## src/rtl/ball_collision_referee_if.sv

```systemverilog
// Ball/paddle position inputs and referee result outputs, bundled for the referee port.
// The master side is the ball/paddle logic; the slave side is the referee.
interface ball_collision_referee_if;
    logic        i_Space;
    logic [10:0] i_Ball_X;
    logic [10:0] i_Ball_Y;
    logic        i_Ball_Dir_Y;
    logic [10:0] i_Paddle_X;
    logic        o_Paddle_Hit;
    logic        o_Lose;
    logic [7:0]  o_Score;
    logic [3:0]  o_Lives;
    logic        o_Game_Over;
    logic [1:0]  o_State;

    modport master (
        output i_Space, i_Ball_X, i_Ball_Y, i_Ball_Dir_Y, i_Paddle_X,
        input  o_Paddle_Hit, o_Lose, o_Score, o_Lives, o_Game_Over, o_State
    );

    modport slave (
        input  i_Space, i_Ball_X, i_Ball_Y, i_Ball_Dir_Y, i_Paddle_X,
        output o_Paddle_Hit, o_Lose, o_Score, o_Lives, o_Game_Over, o_State
    );
endinterface

```

## src/rtl/ball_collision_referee.sv

```systemverilog
// Game referee: detects paddle hits and misses, keeps a BCD score and a life count,
// and sequences the round through idle, play, miss cool-down and game over.
module ball_collision_referee #(
    parameter int unsigned PADDLE_ROW   = 28,
    parameter int unsigned PADDLE_WIDTH = 6,
    parameter int unsigned BOTTOM_ROW   = 30,
    parameter int unsigned LIVES        = 3,
    parameter int unsigned MISS_HOLD    = 50
) (
    input  logic                     i_Clock,
    input  logic                     i_Reset,
    ball_collision_referee_if.slave  io_Referee
);

    typedef enum logic [1:0] {
        StIdle     = 2'b00,
        StPlay     = 2'b01,
        StMiss     = 2'b10,
        StGameOver = 2'b11
    } t_State;

    localparam int unsigned CNT_W = (MISS_HOLD > 1) ? $clog2(MISS_HOLD) : 1;

    localparam logic [10:0]      CONTACT_ROW = 11'(PADDLE_ROW - 1);
    localparam logic [10:0]      LOSE_ROW    = 11'(BOTTOM_ROW);
    localparam logic [11:0]      WIDTH_M1    = 12'(PADDLE_WIDTH - 1);
    localparam logic [3:0]       LIVES_INIT  = 4'(LIVES);
    localparam logic [CNT_W-1:0] MISS_LOAD   = CNT_W'(MISS_HOLD - 1);

    t_State           r_State;
    logic             r_Space_Q;
    logic             r_Armed;
    logic [CNT_W-1:0] r_Miss_Cnt;
    logic             r_Paddle_Hit;
    logic             r_Lose;
    logic [7:0]       r_Score;
    logic [3:0]       r_Lives;
    logic             r_Game_Over;

    logic        w_Space_Rise;
    logic        w_On_Row;
    logic [11:0] w_Span_Right;
    logic        w_In_Span;
    logic        w_Hit;
    logic        w_Lose;
    logic [7:0]  w_Score_Inc;

    assign w_Space_Rise = io_Referee.i_Space & ~r_Space_Q;
    assign w_On_Row     = (io_Referee.i_Ball_Y == CONTACT_ROW);

    // Right edge is formed in 12 bits so a paddle near X=2047 does not wrap.
    assign w_Span_Right = {1'b0, io_Referee.i_Paddle_X} + WIDTH_M1;
    assign w_In_Span    = (io_Referee.i_Ball_X >= io_Referee.i_Paddle_X) &&
                          ({1'b0, io_Referee.i_Ball_X} <= w_Span_Right);

    assign w_Hit  = r_Armed & w_On_Row & io_Referee.i_Ball_Dir_Y & w_In_Span;
    assign w_Lose = (io_Referee.i_Ball_Y >= LOSE_ROW);

    always_comb begin
        w_Score_Inc = r_Score;
        if (r_Score == 8'h99) begin
            w_Score_Inc = 8'h99;
        end else if (r_Score[3:0] == 4'd9) begin
            w_Score_Inc = {r_Score[7:4] + 4'd1, 4'd0};
        end else begin
            w_Score_Inc = {r_Score[7:4], r_Score[3:0] + 4'd1};
        end
    end

    always_ff @(posedge i_Clock) begin
        if (i_Reset) begin
            r_State      <= StIdle;
            r_Space_Q    <= 1'b1;
            r_Armed      <= 1'b1;
            r_Miss_Cnt   <= '0;
            r_Paddle_Hit <= 1'b0;
            r_Lose       <= 1'b0;
            r_Score      <= 8'h00;
            r_Lives      <= LIVES_INIT;
            r_Game_Over  <= 1'b0;
        end else begin
            r_Space_Q    <= io_Referee.i_Space;
            r_Paddle_Hit <= 1'b0;
            r_Lose       <= 1'b0;

            // One hit per contact: re-arm only once the ball has left the contact row.
            if (!w_On_Row) begin
                r_Armed <= 1'b1;
            end

            case (r_State)
                StIdle: begin
                    if (w_Space_Rise) begin
                        r_State <= StPlay;
                        r_Armed <= 1'b1;
                    end
                end

                StPlay: begin
                    if (w_Lose) begin
                        r_Lose  <= 1'b1;
                        r_Lives <= r_Lives - 4'd1;
                        if (r_Lives <= 4'd1) begin
                            r_State     <= StGameOver;
                            r_Game_Over <= 1'b1;
                        end else begin
                            r_State    <= StMiss;
                            r_Miss_Cnt <= MISS_LOAD;
                        end
                    end else if (w_Hit) begin
                        r_Paddle_Hit <= 1'b1;
                        r_Score      <= w_Score_Inc;
                        r_Armed      <= 1'b0;
                    end
                end

                StMiss: begin
                    if (r_Miss_Cnt == '0) begin
                        r_State <= StIdle;
                    end else begin
                        r_Miss_Cnt <= r_Miss_Cnt - 1'b1;
                    end
                end

                StGameOver: begin
                    if (w_Space_Rise) begin
                        r_State     <= StIdle;
                        r_Score     <= 8'h00;
                        r_Lives     <= LIVES_INIT;
                        r_Game_Over <= 1'b0;
                    end
                end

                default: begin
                    r_State     <= StIdle;
                    r_Game_Over <= 1'b0;
                end
            endcase
        end
    end

    assign io_Referee.o_Paddle_Hit = r_Paddle_Hit;
    assign io_Referee.o_Lose       = r_Lose;
    assign io_Referee.o_Score      = r_Score;
    assign io_Referee.o_Lives      = r_Lives;
    assign io_Referee.o_Game_Over  = r_Game_Over;
    assign io_Referee.o_State      = r_State;

endmodule

```

## src/flat_wrapper.sv

```systemverilog
// flat-port wrapper written by rule: the top's interface ports become plain ports
module ball_collision_referee_flat 
#(
    parameter int unsigned PADDLE_ROW   = 28,
    parameter int unsigned PADDLE_WIDTH = 6,
    parameter int unsigned BOTTOM_ROW   = 30,
    parameter int unsigned LIVES        = 3,
    parameter int unsigned MISS_HOLD    = 50
)
  (i_Clock, i_Reset, io_Referee_i_Space, io_Referee_i_Ball_X, io_Referee_i_Ball_Y, io_Referee_i_Ball_Dir_Y, io_Referee_i_Paddle_X, io_Referee_o_Paddle_Hit, io_Referee_o_Lose, io_Referee_o_Score, io_Referee_o_Lives, io_Referee_o_Game_Over, io_Referee_o_State);
  ball_collision_referee_if io_Referee_i ();
  input  logic i_Clock;
  input  logic i_Reset;
  input wire logic [$bits(io_Referee_i.i_Space)-1:0] io_Referee_i_Space;
  input wire logic [$bits(io_Referee_i.i_Ball_X)-1:0] io_Referee_i_Ball_X;
  input wire logic [$bits(io_Referee_i.i_Ball_Y)-1:0] io_Referee_i_Ball_Y;
  input wire logic [$bits(io_Referee_i.i_Ball_Dir_Y)-1:0] io_Referee_i_Ball_Dir_Y;
  input wire logic [$bits(io_Referee_i.i_Paddle_X)-1:0] io_Referee_i_Paddle_X;
  output wire logic [$bits(io_Referee_i.o_Paddle_Hit)-1:0] io_Referee_o_Paddle_Hit;
  output wire logic [$bits(io_Referee_i.o_Lose)-1:0] io_Referee_o_Lose;
  output wire logic [$bits(io_Referee_i.o_Score)-1:0] io_Referee_o_Score;
  output wire logic [$bits(io_Referee_i.o_Lives)-1:0] io_Referee_o_Lives;
  output wire logic [$bits(io_Referee_i.o_Game_Over)-1:0] io_Referee_o_Game_Over;
  output wire logic [$bits(io_Referee_i.o_State)-1:0] io_Referee_o_State;
  assign io_Referee_i.i_Space = io_Referee_i_Space;
  assign io_Referee_i.i_Ball_X = io_Referee_i_Ball_X;
  assign io_Referee_i.i_Ball_Y = io_Referee_i_Ball_Y;
  assign io_Referee_i.i_Ball_Dir_Y = io_Referee_i_Ball_Dir_Y;
  assign io_Referee_i.i_Paddle_X = io_Referee_i_Paddle_X;
  assign io_Referee_o_Paddle_Hit = io_Referee_i.o_Paddle_Hit;
  assign io_Referee_o_Lose = io_Referee_i.o_Lose;
  assign io_Referee_o_Score = io_Referee_i.o_Score;
  assign io_Referee_o_Lives = io_Referee_i.o_Lives;
  assign io_Referee_o_Game_Over = io_Referee_i.o_Game_Over;
  assign io_Referee_o_State = io_Referee_i.o_State;
  ball_collision_referee #(.PADDLE_ROW(PADDLE_ROW), .PADDLE_WIDTH(PADDLE_WIDTH), .BOTTOM_ROW(BOTTOM_ROW), .LIVES(LIVES), .MISS_HOLD(MISS_HOLD)) u_core (.i_Clock(i_Clock), .i_Reset(i_Reset), .io_Referee(io_Referee_i));
endmodule
```

## config.mk

```make
export PLATFORM = sky130hd
export DESIGN_NAME = ball_collision_referee_flat
export DESIGN_NICKNAME = d
export VERILOG_FILES = /design/src/rtl/ball_collision_referee_if.sv /design/src/rtl/ball_collision_referee.sv /design/src/flat_wrapper.sv
export SDC_FILE = /design/constraint.sdc
export NUM_CORES = 1
export LEC_CHECK = 0
export CAP_MARGIN = 5
export CORE_ASPECT_RATIO = 1.75
export CORE_MARGIN = 2
export CORE_UTILIZATION = 50
export CTS_CLUSTER_DIAMETER = 40
export DETAILED_ROUTE_END_ITERATION = 10
export DONT_BUFFER_PORTS = 1
export PLACE_DENSITY_LB_ADDON = 0.05
export SYNTH_ARGS = -nofsm -noshare
export SYNTH_HDL_FRONTEND = slang
export SYNTH_SLANG_ARGS = --single-unit
```

## constraint.sdc

```tcl
create_clock -name i_Clock -period 3.29 [get_ports i_Clock]
set_input_delay 0.4935 -clock i_Clock [delete_from_list [all_inputs] [get_ports i_Clock]]
set_output_delay 0.4935 -clock i_Clock [all_outputs]
set_load 0.1 [all_outputs]
```

---- Yosys cells after proc, flatten, opt, wreduce, memory -nomap -nowiden ----
Index checks and enable logic that the tools add are counted.
word-level totals
  output and inout port bits .............. 17
  register bits after elaboration ......... 25
  input port bits ......................... 37
  word-level logic and storage cells ...... 84
operators by class
  reductions and logical operators ........ 13
  add/subtract/negate cells ............... 5
  magnitude comparators ................... 4
  mux-type cells .......................... 30
  bitwise logic cells ..................... 6
  equality and inequality tests ........... 16
operator list
  kind                                                                                   number
  8-bit 2-to-1 mux                                                                       5
  6-bit 2-to-1 mux                                                                       3
  8-bit one-hot mux with 2 select lines                                                  1
  4-bit AND reduction                                                                    4
  11-bit by 3-bit adder with 12-bit output (second input constant)                       1
  11-bit by 12-bit less-or-equal comparator with 1-bit output                            1
  2-bit by 1-bit inequality test with 1-bit output (second input constant)               6
  6-bit one-hot mux with 2 select lines                                                  1
  11-bit by 5-bit == test with 1-bit output (second input constant)                      1
  11-bit greater-or-equal comparator                                                     1
  11-bit by 5-bit greater-or-equal comparator with 1-bit output (second input constant)  1
  1-bit 2-to-1 mux                                                                       10
  4-bit by 1-bit adder with 4-bit output (second input constant)                         2
  8-bit == test (second input constant)                                                  1
  2-bit 2-to-1 mux                                                                       4
  4-bit 2-to-1 mux                                                                       2
  2-bit one-hot mux with 4 select lines                                                  1
  4-bit one-hot mux with 2 select lines                                                  1
  6-bit zero test                                                                        1
  2-bit inequality test (second input constant)                                          3
  6-bit by 1-bit subtractor with 6-bit output (second input constant)                    1
  5-bit AND reduction                                                                    1
  1-bit AND                                                                              4
  2-bit == test (second input constant)                                                  2
  other kinds (13)                                                                       16

---- Longest topological paths before layout ----
  depth after elaboration ................. 7
  gate-level depth with buffers ........... 12
  gate-level depth less buffers ........... 12

---- Worst setup path after synthesis ----
OpenSTA, ideal clock, no wires.
  path type ............................... in2reg
  start point ............................. in io_Referee_i_Paddle_X[0]
  end point ............................... reg u_core.r_Score[1] (netlist: u_core.io_Referee.o_Score[1])
  path buffers ............................ 0
  arrival time ............................ 2.765 ns
  stages .................................. 12
  library setup time ...................... 0.062 ns
  required time ........................... 3.228 ns
  setup slack ............................. 0.463 ns
  path through ............................ ha_1 > o21bai_1 > nor2_1 > xnor2_1 > ha_1 > and3_4 > a211oi_2 > o21ai_2 > o31ai_4 > nand2_4 > a2111oi_4 > a41o_1
on the way
  cells in the longest elaborated chain, start to end .. 6
  elaborated cells between the ends (all ways) .. 7
  classes of those cells .................. add/sub (1); order compare (2); eq/ne (1); bitwise (1); reduce/logical (2)
RTL lines
  element                                                       line                           text
  start: declaration                                            flat_wrapper.sv:18             input wire logic [$bits(io_Referee_i.i_Paddle_X)-1:0] io_Referee_i_Paddle_X;
  11-bit by 3-bit adder with 12-bit output                      ball_collision_referee.sv:52   assign w_Span_Right = {1'b0, io_Referee.i_Paddle_X} + WIDTH_M1;
  11-bit by 12-bit less-or-equal comparator with 1-bit output   ball_collision_referee.sv:54   ({1'b0, io_Referee.i_Ball_X} <= w_Span_Right);
  1-bit logical AND *                                           ball_collision_referee.sv:53   assign w_In_Span = (io_Referee.i_Ball_X >= io_Referee.i_Paddle_X) &&
  1-bit AND *                                                   ball_collision_referee.sv:56   assign w_Hit = r_Armed & w_On_Row & io_Referee.i_Ball_Dir_Y & w_In_Span;
  2-bit by 1-bit inequality test with 1-bit output (no line) *  --
  4-bit AND reduction (no line) *                               --
  end signal: assignment                                        ball_collision_referee.sv:112  r_Score <= w_Score_Inc;
  end: declaration                                              ball_collision_referee.sv:36   logic [7:0] r_Score;
Mark *: on every way between the ends. The rest lies on a longest branch, timed or not.
A chain may end at the register's enable or synchronous reset.

---- Final worst setup path ----
Same ends and word-level chain as after synthesis.

==> results.toml <==
[clocking]
count_of_hold_buffers_inserted_by_post_cts_repair = 0
cts_tree = "done"
ctsRootBufferMaster = "clkbuf_8"
post-cts-setup-buffers = 0
insertion_delay_ns = 0.27
postCtsResizedCells = 0
h-tree-depth = 1
cts-root-to-sink-buffers = 2
clkTransAtPathRegs_ns = 0.09
clock_sinks = 25
cts-buffers-inserted = 3

[die]
fp.dieW_um = 52.4
fp.dieH_um = 88.7
boundaryPins = 54
floorplan.die_area_um2 = 4640
fp.coreArea_um2 = 3900
initial_core_util = 0.525
row_count = 30

[critical_path]
critical_path.cell_chain = "ha_1, o21bai_1, nor2_1, xnor2_1, ha_1, and3_4, a211oi_2, o21ai_2, o31ai_4, nand2_4, a2111oi_4, a41o_1"
worst_setup_path_start_kind = "input port"
crit_slowest_cell = "a2111oi_4"
critPathMaxFanout = 10
critical-path-max-stage-delay_ns = 0.35
most_used_cell_along_the_critical_path = "ha_1"
critical_path_at_ns = 2.98
cp.required_ns = 3.51
critPathKind = "in -> reg"
worstSetupEndpointType = "flip-flop"

[synthesis]
async_flop_share = 0
synth_nets = 322
synthesized_area_divided_by_synthesized_cell_count_um2 = 8.06
yosys_most_used_dff = "dfxtp_1"
synth_cell_type_count = 50
synth-seq-area-share = 0.244
synth_edf_count = 0
synth_area_um2 = 2050
synth-seq-cells = 25
synth_warnings = 0
netlist_instances = 254

[timing]
final_max_slew_viol_count = 0
setup-violations-final = 0
final.period_utilization = 0.838
max_slew.worst_pin.slew_ns = 0.964
worst_slew_margin_rel = 0.357
grt_setup_unrepaired = "false"
fmax_ghz = 0.363
finalWorstSetupSlack_ns = 0.534
hold_violations = 0
fin_setup_tns_ns = 0
clock_skew_ns = 0.00220
fin_crit_ns = 2.76
whs_ns = 0.278

[place]
buffer_ports.inserted = 0
gp_congestion = 0.786
detailedPlace.worstSlack_ns = 0.218
place.detailed.hpwl_um = 4020
placed_cells_incl_taps = 313

[power]
netSwitchingPower_mw = 0.192
share_clk_of_total_power = 0.285
swShare = 0.298
power.combinational.fraction = 0.226
total_power_mw = 0.645
powerDensity_nw_per_um2 = 287
design_internal_power_mw = 0.453
power.share.sequential = 0.489
irDropWorstVdd_v = 0.000185
p_leak_nw = 0.971

[layout]
layout_area_growth_over_synthesis_pct = 9.77
instances_no_fill = 317
nNetsFinal = 338
layout-drive-gt1-share = 0.123
antennaDiodeCount = 0

[drt]
wirelength_um = 4720
detailroute.wirelength.met2_um = 2670
drt.antenna.violating_nets = 0
vias_per_cell = 5.78
detail_route.iter0.violations = 19
wl_met1_um = 1650
met3WireLength_um = 169
top_layer = "met4"
wire_per_inst_um = 14.9
drt_pass1_iterations = 4
detail_route.drc_violations = 0
dr_total_vias = 1833

[job]
cap_violations = 0

[global_route]
grt_pass1_wl_um = 7850
global_routing_usage_summed_across_all_routing_layers = 0.222
grt_antenna_before_repair = 0
grt_start_max_net_pins = 17
number_of_global_route_vias_before_repair = 1818
grt_overflow_total = 0

[run_status]
run_status = "complete, no violations"

[min_path]
min-delay-path-class = "in -> reg"
sequential cells by signal (all words and copies together) (netlist names):
name and count:
u_core.io_Referee.o_Lose 1, u_core.r_Armed 1, u_core.r_Space_Q 1, u_core.io_Referee.o_Score 8, u_core.io_Referee.o_Game_Over 1, u_core.io_Referee.o_Paddle_Hit 1
u_core.io_Referee.o_State 2, u_core.r_Miss_Cnt 6, u_core.io_Referee.o_Lives 4
synthesized netlist by cell type, types with 3 or more instances:
library cell | n | area [um^2]
a21oi_1 | 19 | 95.1
ha_1 | 31 | 388
nor2b_1 | 4 | 25.0
dfxtp_1 | 25 | 500
o21ai_0 | 10 | 50.1
nand2_1 | 18 | 67.6
nor2_1 | 24 | 90.1
nor4_1 | 3 | 18.8
nand3_1 | 14 | 70.1
nor3_1 | 16 | 80.1
a31o_2 | 3 | 26.3
xor2_1 | 3 | 26.3
inv_1 | 23 | 86.3
a211oi_1 | 4 | 30.0
nand4_1 | 5 | 31.3
xnor2_1 | 8 | 70.1
final timing paths:
check                           slack [ns]                         start                           end  cells after the start
worst max-delay path                  0.53      io_Referee_i_Paddle_X[0]  u_core.io_Referee.o_Score[1]                     12
worst min-delay path                  0.28                       i_Reset          u_core.r_Miss_Cnt[2]                      1
worst max register to register        1.07  u_core.io_Referee.o_State[0]          u_core.r_Miss_Cnt[4]                      6
worst min register to register        0.49          u_core.r_Miss_Cnt[4]          u_core.r_Miss_Cnt[4]                      2
power groups by stage:
stage,Clock [mW],Sequential [mW],Combinational (mW)
final,0.184,0.315,0.146
after global routing,0.202,0.316,0.167
after CTS,0.191,0.315,0.148
after detailed placement,0,0.322,0.147
after global placement,0,0.322,0.145
after floorplan,0,0.332,0.108
cell families (layout without fill, tap and decap cells):
| kind of cell | after synthesis | in the layout | synth area share |
|---|---|---|---|
| buffers and inverters | 27 | 42 | 0.0507 |
| adders and majority gates | 31 | 31 | 0.189 |
| xor gates and xnor gates | 11 | 11 | 0.0470 |
| DFF | 25 | 25 | 0.244 |
| and+or+nand+nor | 101 | 101 | 0.249 |
| AOI/OAI and AO/OA | 59 | 59 | 0.219 |
stage by stage:
step | utilization | cell area [um^2]
floorplan | - | 2050
global placement | 0.564 | 2200
detailed placement | 0.564 | 2200
CTS | 0.576 | 2250
global route | 0.576 | 2250
finish | 0.576 | 2250
final cells by class:
cell class                 count  area (um^2)
clock buffer                   4         45.0
fill                         394         1660
inverter                      23         86.3
multi-input combinational    202         1440
sequential                    25          500
tap                           48         60.1
timing repair buffer          15          113
cells in the final DEF (no fill, tap or decap), types with 2 or more instances in the layout:
cell type / count
a2111oi_4: 2
a211oi_1: 4
a21oi_1: 19
a31o_2: 3
a41o_1: 2
and2_1: 2
and3_1: 2
buf_4: 15
clkbuf_8: 3
dfxtp_1: 25
ha_1: 31
inv_1: 23
nand2_1: 18
nand2b_1: 2
nand3_1: 14
nand3b_1: 2
nand4_1: 5
nor2_1: 24
nor2b_1: 4
nor3_1: 16
nor4_1: 3
o211ai_1: 2
o21ai_0: 10
or2_2: 2
xnor2_1: 8
xor2_1: 3
worst max-delay path: cells and delay by family:
kind,cells,cell delay [ns]
xor+xnor,1,0.13
compound gates,6,1.39
fa+ha+maj,2,0.53
simple gates,3,0.43
metal layers:
layer,track usage,vias to the layer above
li1,-,941
met2,0.424,46
met3,0.0203,17
met1,0.222,829
met4,0.131,0
met5,0,-
Power figures use the tool's default switching activity.
